==> config.mk <==
export PLATFORM = sky130hd
export DESIGN_NAME = seq_divider
export DESIGN_NICKNAME = d
export VERILOG_FILES = /design/src/rtl/seq_divider.sv
export SDC_FILE = /design/constraint.sdc
export NUM_CORES = 1
export LEC_CHECK = 0
export CAP_MARGIN = 20
export CORE_AREA = 2 2 85 87
export DETAILED_ROUTE_END_ITERATION = 12
export DIE_AREA = 0 0 87 89
export PLACE_DENSITY_LB_ADDON = 0.3
export SETUP_SLACK_MARGIN = 0.05
export SLEW_MARGIN = 30
export SYNTH_ARGS = -nofsm -noshare
export SYNTH_HDL_FRONTEND = slang
export SYNTH_SLANG_ARGS = --single-unit
==> constraint.sdc <==
create_clock -name clk -period 5.85 [get_ports clk]
set_input_delay 0.8775 -clock clk [delete_from_list [all_inputs] [get_ports clk]]
set_output_delay 0.8775 -clock clk [all_outputs]
set_load 0.01 [all_outputs]
==> src/rtl/seq_divider.sv <==
// ============================================================================
// Module   : seq_divider
// Purpose  : 16/8 unsigned restoring divider, one quotient bit per clock.
// Revision : 1.0 - initial release
// ============================================================================
`default_nettype none

module seq_divider (
   input  logic        clk,
   input  logic        rst_n,
   input  logic        start,
   input  logic [15:0] dividend,
   input  logic [7:0]  divisor,
   output logic        busy,
   output logic        done,
   output logic [15:0] quotient,
   output logic [7:0]  remainder,
   output logic        dbz
);

   typedef enum logic [1:0] {
      S_IDLE = 2'd0,
      S_RUN  = 2'd1,
      S_DONE = 2'd2
   } state_t;

   state_t      r_state;
   state_t      w_state_nxt;

   logic [15:0] r_dvd;
   logic [7:0]  r_dvs;
   logic [7:0]  r_rem;
   logic [15:0] r_qwork;
   logic [3:0]  r_cnt;

   logic        w_accept;
   logic        w_last;
   logic [8:0]  w_trial;
   logic        w_ge;
   logic [7:0]  w_sub;
   logic [7:0]  w_rem_nxt;

   assign w_accept  = start && (r_state != S_RUN);
   assign w_last    = (r_cnt == 4'd15);
   assign w_trial   = {r_rem, r_dvd[15]};
   assign w_ge      = (w_trial >= {1'b0, r_dvs});
   // When the subtraction is taken the true difference is < divisor, so the
   // low eight bits of a modular subtract are exact.
   assign w_sub     = w_trial[7:0] - r_dvs;
   assign w_rem_nxt = w_ge ? w_sub : w_trial[7:0];

   assign busy = (r_state == S_RUN);
   assign done = (r_state == S_DONE);

   always_ff @(posedge clk or negedge rst_n) begin
      if (!rst_n) begin
         r_state <= S_IDLE;
      end else begin
         r_state <= w_state_nxt;
      end
   end

   always_comb begin
      w_state_nxt = r_state;
      case (r_state)
         S_IDLE, S_DONE: begin
            if (start) begin
               w_state_nxt = (divisor == 8'd0) ? S_DONE : S_RUN;
            end else begin
               w_state_nxt = S_IDLE;
            end
         end
         S_RUN: begin
            if (w_last) begin
               w_state_nxt = S_DONE;
            end
         end
         default: w_state_nxt = S_IDLE;
      endcase
   end

   always_ff @(posedge clk or negedge rst_n) begin
      if (!rst_n) begin
         r_dvd     <= 16'd0;
         r_dvs     <= 8'd0;
         r_rem     <= 8'd0;
         r_qwork   <= 16'd0;
         r_cnt     <= 4'd0;
         quotient  <= 16'd0;
         remainder <= 8'd0;
         dbz       <= 1'b0;
      end else if (w_accept) begin
         r_dvd   <= dividend;
         r_dvs   <= divisor;
         r_rem   <= 8'd0;
         r_qwork <= 16'd0;
         r_cnt   <= 4'd0;
         // Divide-by-zero skips RUN, so its result is published right away.
         if (divisor == 8'd0) begin
            quotient  <= 16'hFFFF;
            remainder <= 8'd0;
            dbz       <= 1'b1;
         end
      end else if (r_state == S_RUN) begin
         r_dvd   <= {r_dvd[14:0], 1'b0};
         r_rem   <= w_rem_nxt;
         r_qwork <= {r_qwork[14:0], w_ge};
         r_cnt   <= r_cnt + 4'd1;
         if (w_last) begin
            quotient  <= {r_qwork[14:0], w_ge};
            remainder <= w_rem_nxt;
            dbz       <= 1'b0;
         end
      end
   end

endmodule

`default_nettype wire

Word level (Yosys, flattened, before mapping)
Index checks and enable logic that the tools add are counted.
Word-level totals
  output and inout bits: 27
  memories: 0
  bits in writable memories: 0
  input bits: 27
  flip-flop bits (word level): 78
  memory bits (read-only): 0
  latch bits: 0
Operators by class
  add/subtract/negate cells: 2
  order comparisons: 1
  shifts and indexed selects: 0
  mux-type cells: 25
  equal/unequal tests: 6
  bitwise gates (word level): 0
  reduce and logical (&&, ||, !) cells: 7
  div/mod/pow operators: 0
  multiply operators: 0
Operators by type and width (count)
  two-way mux 16 bit: 6
  two-way mux 8 bit: 7
  two-way mux 15 bit: 2
  greater-or-equal comparator 9 x 8 -> 1 bit: 1
  zero test 8 bit: 1
  two-way mux 4 bit: 2
  subtractor 8 bit: 1
  two-way mux 2 bit: 3
  inequality test 2 x 1 -> 1 bit (second input constant): 3
  adder 4 x 1 -> 4 bit (second input constant): 1
  == test 4 bit (second input constant): 1
  two-way mux 1 bit: 4
  one-hot mux 2 bit (2 select lines): 1
  nonzero test 2 bit: 2
  AND reduction 3 bit: 1
  == test 2 x 1 -> 1 bit (second input constant): 1
  == test 2 bit (second input constant): 1
  zero test 2 bit: 1
  OR reduction 2 bit: 1
  logical AND 1 bit: 1

Longest topological paths before layout
Gate-level depths: netlist of the first run.
  word-level depth: 5
  depth in mapped cells: 8

Worst setup path after synthesis of the first run
OpenSTA, ideal clock, no wires.
  kind: in2reg
  from: in divisor[5]
  to: reg remainder[7]
  slack: 3.726 ns
  data arrival time: 2.000 ns
  stages: 5
  cell sequence: or4_4 nor2_4 nand2_2 and3_4 a211o_1
Between the ends
  word-level cells in the longest chain between the ends: 3
Ends and longest elaborated chain
  from (decl): RTL line 13  | input logic [7:0] divisor,
  zero test 8 bit: RTL line 99  | if (divisor == 8'd0) begin
  inequality test 2 x 1 -> 1 bit (no line)
  AND reduction 3 bit (no line)
  to (signal assigned): RTL line 111  | remainder <= w_rem_nxt;
  to (decl): RTL line 17  | output logic [7:0] remainder,
Every way passes these cells.
A chain may end at the register's enable or synchronous reset.

Final worst setup path of the first run
  from: reg r_state[1]
  to: out busy
Between the ends
  word-level cells in the longest chain between the ends: 1
Ends and longest elaborated chain
  from (decl): RTL line 27  | state_t r_state;
  from (signal assigned): RTL line 59  | r_state <= w_state_nxt;
  == test 2 x 1 -> 1 bit: RTL line 52  | assign busy = (r_state == S_RUN);
  to (decl): RTL line 14  | output logic busy,
Every way passes these cells.

==> impl_metrics.toml, run 1 <==
[run_status]
outcome = "finished, final reports clean"

[timing]
worstMarginPinSlew_ps = 749
fin_skew_ps = 6.81
fmaxAchievable_ghz = 0.313
slew_violations = 0
setup_viol = 0
setup_ws_ps = 2660
hold_ws_ps = 479
period_share_pct = 54.6
finalCriticalPeriod_ps = 3190
report.final.hold_viol_count = 0
slew_headroom_pct = 50.1
rsz0062_at_grt = "no"
final.setup.tns_ps = 0

[clock_tree]
cts_setup_buffers = 0
clkSinkCount = 78
hold_buffers = 0
cts-htree-levels = 3
clk_latency_ps = 360
cts_tree = "done"
post_cts_resize_count = 0
cts_buffers = 9
cts_buffer_depth = 2
root_buffer = "clkbuf_8"
clkSlewWorstSetupHoldPaths_ps = 90

[global_route]
gr-usage-all-layers_pct = 22.0
overflow = 0
grt_max_degree = 79
grt_pass1_vias = 2733
antenna_found_initial = 0
grt_pass1_wl_mm = 13.0

[die]
die_area_um2 = 7740
start_util_pct = 56.0
ios = 54
dieHeight_um = 89
die_w_um = 87
coreArea_um2 = 6720
rows = 30

[worst_setup_path]
path_cells = "nand2b_1, buf_4, inv_1, buf_4, clkdlybuf4s50_1"
end_kind = "output port"
crit_top_cell = "buf_4"
cp.required_ps = 4970
start_kind = "register"
crit_family = "buffers and inverters"
max_stage_delay_ps = 630
cp_max_fo = 56
crit_arrival_ps = 2310
slowest_stage = "clkdlybuf4s50_1"
crit_buf_inv = 4
path_class = "register to output port"

[routing]
routed_wl_mm = 7.50
ant_nets = 0
first_pass_iters = 4
drtIter0Drc = 166
vias_per_cell = 5.43
vias = 2803
drc = 0
wl_per_cell_um = 14.5

[synthesis]
async_flop_share_pct = 100
yosys_warnings = 0
yosysSeqAreaShare_pct = 51.9
syn_avg_cell_area_um2 = 9.72
synth_edf_count = 0
synth-seq-cells = 78
ys.flop_type = "dfrtp_1"
synth_area_um2 = 3760
synth_cell_type_count = 50
syn_nets = 424
syn_inst = 387

[finish]
final_cell_mix = "nand2_1 (89), dfrtp_1 (78), clkdlybuf4s50_1 (52)"
nets = 468
area_delta_synth_final_pct = 19.4
drive_gt1_share_pct = 8.03
final_area_um2 = 4490
num_antenna_cells = 0
final_common_cell = "nand2_1"

[job]
drv_cap = 0

[placed_design]
pre_cts_ws_ps = 2330
placed_area_um2 = 4300
portBuffers = 53
place.gp.congestion = 0.810
dp_hpwl_mm = 5.00

[power_and_ir_drop]
finalPower_mw = 2.57
powerDensity_nw_per_um2 = 572
peakVddDrop_uv = 258
leakagePower_nw = 2.08

[hold_path]
hp-class = "register to register"
## layer usage
metal  part of all wire, %  GRT usage (%)  wire length, um  up-vias
met5                     0              0                0        -
li1                      -              -                -     1401
met1                    45           29.2             3370     1325
met2                    47           34.2             3540       66
met3                   6.0           5.82              451       11
met4                   1.9           9.52              144        0
## kinds of logic after synthesis
kind of cell    Yosys count  share of synthesized area (%)
simple gates            158                           20.4
flops                    78                           51.9
compound gates           76                           12.4
buf+inv                  37                           4.46
mux                      22                           5.92
fa+ha+maj                10                           3.53
xor+xnor                  6                           1.40
## power breakdown
| group | switching [mW] | internal, mW |
|---|---|---|
| Sequential | 0.142 | 0.781 |
| Clock | 0.217 | 0.159 |
| Combinational | 0.706 | 0.564 |
| Total | 1.06 | 1.50 |
## per-stage QoR
step	instances	util [%]
5_1_grt	516	66.8
3_3_place_gp	500	63.9
2_1_floorplan	387	-
4_1_cts	516	66.7
3_5_place_dp	500	64.1
6_report	516	66.8
## worst reg2reg max path: cells and delay by family (launching register included)
family	cells	cell delay [ps]
AOI/OAI and AO/OA	2	930
and+or+nand+nor	2	530
buffers and inverters	2	430
DFF	1	390
## cell usage after synthesis, types with 5 or more instances
| cell type | count | area [um^2] |
|---|---|---|
| buf_2 | 5 | 25.0 |
| clkbuf_1 | 15 | 56.3 |
| dfrtp_1 | 78 | 1950 |
| ha_1 | 9 | 113 |
| inv_1 | 14 | 52.6 |
| mux2i_1 | 20 | 200 |
| nand2_1 | 89 | 334 |
| nand2b_1 | 5 | 31.3 |
| nand3b_1 | 22 | 165 |
| nor2_1 | 19 | 71.3 |
| nor2b_1 | 5 | 31.3 |
| o21ai_0 | 38 | 190 |
| o21ai_1 | 13 | 65.1 |
## state kept, by name (all words and copies together), names as in the netlist
name,count
remainder,8
r_state,2
dbz,1
r_cnt,4
r_rem,8
quotient,16
r_qwork,15
r_dvs,8
r_dvd,16
## final timing paths
check	from	endpoint	slack [ps]	cells after the start
setup / recovery	r_state[1]	busy	2660	5
hold / removal	quotient[5]	quotient[5]	480	2
setup reg to reg	r_state[0]	quotient[9]	3410	6
hold reg to reg	quotient[5]	quotient[5]	480	2
max in group asynchronous	rst_n	r_dvd[10]	4830	1
min in group asynchronous	rst_n	r_dvs[5]	530	1
## final cells by class
type	instances	area, um^2
tap	80	100
inverter	14	52.6
multi-input combinational	272	1650
timing repair buffer	56	554
sequential	78	1950
clock inverter	7	56.3
fill	560	2230
clock buffer	9	124
Note: power is estimated with default switching activity, not from simulation.
==> run 2, diff against run 1 <==
--- a/config.mk
+++ b/config.mk
@@ -6,9 +6,9 @@
 export NUM_CORES = 1
 export LEC_CHECK = 0
 export CAP_MARGIN = 20
-export CORE_AREA = 2 2 85 87
+export CORE_AREA = 2 2 91 93
 export DETAILED_ROUTE_END_ITERATION = 12
-export DIE_AREA = 0 0 87 89
+export DIE_AREA = 0 0 93 95
 export PLACE_DENSITY_LB_ADDON = 0.3
 export SETUP_SLACK_MARGIN = 0.05
 export SLEW_MARGIN = 30
==> constraint.sdc (replaced) <==
create_clock -name clk -period 2.85 [get_ports clk]
set_input_delay 0.4275 -clock clk [delete_from_list [all_inputs] [get_ports clk]]
set_output_delay 0.4275 -clock clk [all_outputs]
set_load 0.01 [all_outputs]
==> impl_metrics.toml, run 2 (same netlist as run 1, synthesis figures left out) <==
[finish]
num_antenna_cells = 0
final_common_cell = "nand2_1"
drive_gt1_share_pct = 8.62
largestRegisters = "quotient: 16 flops, r_dvd: 16 flops, r_qwork: 15 flops"
nets = 473
final_cell_mix = "nand2_1 (89), dfrtp_1 (78), clkdlybuf4s50_1 (52)"
area_delta_synth_final_pct = 21.9

[run_status]
outcome = "finished, final reports clean"

[clock_tree]
root_buffer = "clkbuf_8"
cts-htree-levels = 3
hold_buffers = 0
cts_buffers = 9
cts_setup_buffers = 0
clk_latency_ps = 350
post_cts_resize_count = 0
clkSinkCount = 78
cts_tree = "done"
clkSlewWorstSetupHoldPaths_ps = 90
cts_buffer_depth = 2

[timing]
period_share_pct = 81.7
report.final.hold_viol_count = 0
slew_headroom_pct = 53.4
fmaxAchievable_ghz = 0.430
setup_viol = 0
final.setup.tns_ps = 0
hold_ws_ps = 82.4
slew_violations = 0
rsz0062_at_grt = "no"
finalCriticalPeriod_ps = 2330
worstMarginPinSlew_ps = 699
fin_skew_ps = 11.3

[routing]
drc = 0
vias = 2886
routed_wl_mm = 8.14
ant_nets = 0
drtIter0Drc = 181
first_pass_iters = 4
vias_per_cell = 5.29
wl_per_cell_um = 14.9

[hold_path]
hp-class = "input port to async pin"

[die]
coreArea_um2 = 7930
ios = 54
rows = 33
die_area_um2 = 8840
start_util_pct = 47.4
die_w_um = 93
dieHeight_um = 95

[worst_setup_path]
cp.required_ps = 2420
start_kind = "register"
crit_family = "buffers and inverters"
cp_max_fo = 17
crit_buf_inv = 2
path_cells = "nand2b_1, inv_1, clkdlybuf4s50_1"
max_stage_delay_ps = 640
path_class = "register to output port"
slowest_stage = "clkdlybuf4s50_1"
crit_arrival_ps = 1900
r2r_setup_slack_ps = 660
end_kind = "output port"

[power_and_ir_drop]
p_sw_share_pct = 40.0
p_switching_mw = 2.20
powerDensity_nw_per_um2 = 1200
peakVddDrop_uv = 437
combPwrFrac_pct = 48.7
p_int_mw = 3.29
leakagePower_nw = 2.11
pwr-share-seq_pct = 35.0
p_clk_share_pct = 16.3

[global_route]
overflow = 0
grt_pass1_vias = 2852
grt_pass1_wl_mm = 13.7
grt_max_degree = 79
gr-usage-all-layers_pct = 19.9
antenna_found_initial = 0

[job]
drv_cap = 0

[placed_design]
portBuffers = 53
dp_hpwl_mm = 5.50
place.gp.congestion = 0.808
run 2: cell type report:
type,instances,area [um^2]
Inverter,14,52.6
Fill cell,711,3340
Multi-Input combinational cell,272,1640
Clock inverter,6,86.3
Sequential cell,78,1950
Tap cell,105,131
Clock buffer,10,128
Timing Repair Buffer,61,592
run 2: metrics by stage:
stage	setup WS [ps]	cell area [um^2]	util [%]	total power, mW	instances
after floorplan	1020	3760	-	3.73	387
after global placement	599	4370	55.1	4.52	530
after detailed placement	526	4370	55.1	4.62	530
after CTS	490	4580	57.8	5.53	546
after global routing	412	4580	57.8	5.95	546
final	522	4580	57.8	5.49	546
run 2: final timing paths:
check / from / endpoint / cells past startpoint
worst max-delay path: r_state[1] / busy / 3
worst min register to register: r_dvd[2] / r_dvd[3] / 2
worst max register to register: r_rem[4] / remainder[0] / 7
min in group clk: r_dvd[2] / r_dvd[3] / 2
max in group asynchronous: rst_n / r_dvd[9] / 1
worst min-delay path: rst_n / r_dvs[6] / 1
run 2: metal layers:
metal  track usage (%)  routed length, um  vias to the layer above
met5                 0                  0                        -
met4              7.48                119                        0
met3              4.31                314                       10
met2              32.2               3910                       59
met1              26.4               3800                     1406
li1                  -                  -                     1411
run 2: power groups by stage:
| stage | combinational [mW] | clock [mW] | sequential, mW |
|---|---|---|---|
| 6_report | 2.68 | 0.897 | 1.92 |
| 3_5_place_dp | 2.68 | 0 | 1.94 |
| 2_1_floorplan | 1.81 | 0 | 1.92 |
| 5_1_grt | 3.01 | 0.961 | 1.98 |
| 3_3_place_gp | 2.59 | 0 | 1.93 |
| 4_1_cts | 2.70 | 0.911 | 1.92 |
==> run 3, diff against run 2 <==
--- a/config.mk
+++ b/config.mk
@@ -6,9 +6,9 @@
 export NUM_CORES = 1
 export LEC_CHECK = 0
 export CAP_MARGIN = 20
-export CORE_AREA = 2 2 91 93
+export CORE_AREA = 2 2 87 89
 export DETAILED_ROUTE_END_ITERATION = 12
-export DIE_AREA = 0 0 93 95
+export DIE_AREA = 0 0 89 91
 export PLACE_DENSITY_LB_ADDON = 0.3
 export SETUP_SLACK_MARGIN = 0.05
 export SLEW_MARGIN = 30
==> constraint.sdc (replaced) <==
create_clock -name clk -period 2.4 [get_ports clk]
set_input_delay 0.36 -clock clk [delete_from_list [all_inputs] [get_ports clk]]
set_output_delay 0.36 -clock clk [all_outputs]
set_load 0.01 [all_outputs]
==> impl_metrics.toml, run 3 (same netlist as run 1, synthesis figures left out) <==
[run_status]
outcome = "finished, final reports clean"

[routing]
ant_nets = 0
vias = 2875
drc = 0
vias_per_cell = 5.32
routed_wl_mm = 7.92
wl_per_cell_um = 14.7
drtIter0Drc = 145
first_pass_iters = 4

[global_route]
grt_max_degree = 44
antenna_found_initial = 0
grt_pass1_vias = 2849
gr-usage-all-layers_pct = 21.3
overflow = 0
grt_pass1_wl_mm = 13.5

[timing]
hold_ws_ps = 484
worstMarginPinSlew_ps = 482
slew_violations = 0
fmaxAchievable_ghz = 0.470
finalCriticalPeriod_ps = 2130
period_share_pct = 88.6
setup_ws_ps = 275
fin_skew_ps = 7.66
final.setup.tns_ps = 0
slew_headroom_pct = 67.7
rsz0062_at_grt = "no"
setup_viol = 0
report.final.hold_viol_count = 0

[die]
die_area_um2 = 8100
start_util_pct = 52.7
rows = 31
dieHeight_um = 91
die_w_um = 89
ios = 54
coreArea_um2 = 7140

[worst_setup_path]
path_cells = "ha_1, nand3_2, o221a_2, o31ai_4, buf_4, mux2_2, o21ai_0"
setup.worst_path.end = "r_rem[0]"
max_stage_delay_ps = 410
end_kind = "register"
cp-startpoint = "r_rem[4]"
cp_max_fo = 6
slowest_stage = "dfrtp_1"
r2r_setup_slack_ps = 270
r2r_start = "r_rem[4]"
crit_arrival_ps = 2380
path_class = "register to register"
start_kind = "register"
rr_worst_depth = 7
cp.required_ps = 2650
r2r-end = "r_rem[0]"

[finish]
final_cell_mix = "nand2_1 (89), dfrtp_1 (78), clkdlybuf4s50_1 (52)"
num_antenna_cells = 0
drive_gt1_share_pct = 8.84
nets = 477
largestRegisters = "quotient: 16 flops, r_dvd: 16 flops, r_qwork: 15 flops"
fillers = 628
area_delta_synth_final_pct = 21.5
final_common_cell = "nand2_1"

[clock_tree]
clkSlewWorstSetupHoldPaths_ps = 70
cts_buffers = 9
root_buffer = "clkbuf_8"
cts_tree = "done"
clkSinkCount = 78
cts-htree-levels = 3
cts_setup_buffers = 0
clk_latency_ps = 340
cts_buffer_depth = 2

[placed_design]
portBuffers = 53
pre_cts_ws_ps = 217
dp_hpwl_mm = 5.45
place.gp.congestion = 0.829

[power_and_ir_drop]
leakagePower_nw = 2.11
powerDensity_nw_per_um2 = 1370
peakVddDrop_uv = 500

[hold_path]
hp-class = "register to register"
hold_start = "quotient[6]"

[job]
drv_cap = 0
-- run 3: worst min-delay path by stage --
stage | slack (ps) | to | depth (start not counted)
CTS | 490 | quotient[7] | 2
floorplan | 60 | dbz | 0
detailed placement | 360 | remainder[4] | 1
finish | 480 | quotient[6] | 2
global placement | 350 | r_rem[3] | 1
global route | 510 | quotient[6] | 2
-- run 3: metal layers --
layer / track usage, % / share of wire (%)
met5: 0 / 0
met4: 6.72 / 1.3
met3: 3.55 / 3.9
met2: 33.3 / 48
met1: 30.3 / 47
-- run 3: area by class of cell --
type | count | area [um^2] | share of cell area [%]
clock inverter | 2 | 12.5 | 0.274
clock buffer | 10 | 138 | 3.01
multi-input combinational | 272 | 1640 | 35.9
timing repair buffer | 65 | 646 | 14.1
inverter | 14 | 56.3 | 1.23
tap | 99 | 124 | 2.71
sequential | 78 | 1950 | 42.7
-- run 3: per-stage QoR --
step                utilization [%]  cell area [um^2]  instances  power (mW)
floorplan                         -              3760        387        4.43
global placement               61.7              4410        527        5.32
detailed placement             61.7              4410        527        5.44
CTS                            64.0              4570        540        6.27
global route                   64.0              4570        540        6.79
finish                         64.0              4570        540        6.24
-- run 3: power breakdown --
group | switching, mW | leakage, nW | internal [mW]
combinational | 1.73 | 1.05 | 1.43
sequential | 0.359 | 0.983 | 1.91
clock | 0.440 | 0.0760 | 0.379
total | 2.52 | 2.11 | 3.72
-- run 3: critical path: cells and delay by family, from the launching register on --
kind | cells | cell delay (ps)
AOI/OAI and AO/OA | 3 | 540
buffers and inverters | 1 | 200
adders and majority gates | 1 | 410
muxes | 1 | 340
and+or+nand+nor | 1 | 150
DFF | 1 | 410
-- run 3: what timing repair did --
item,4_1_cts,5_1_grt
endpoints found under the setup margin,0,1
hold endpoints to repair,32,0
gates resized for setup,0,1
hold buffers,1,0
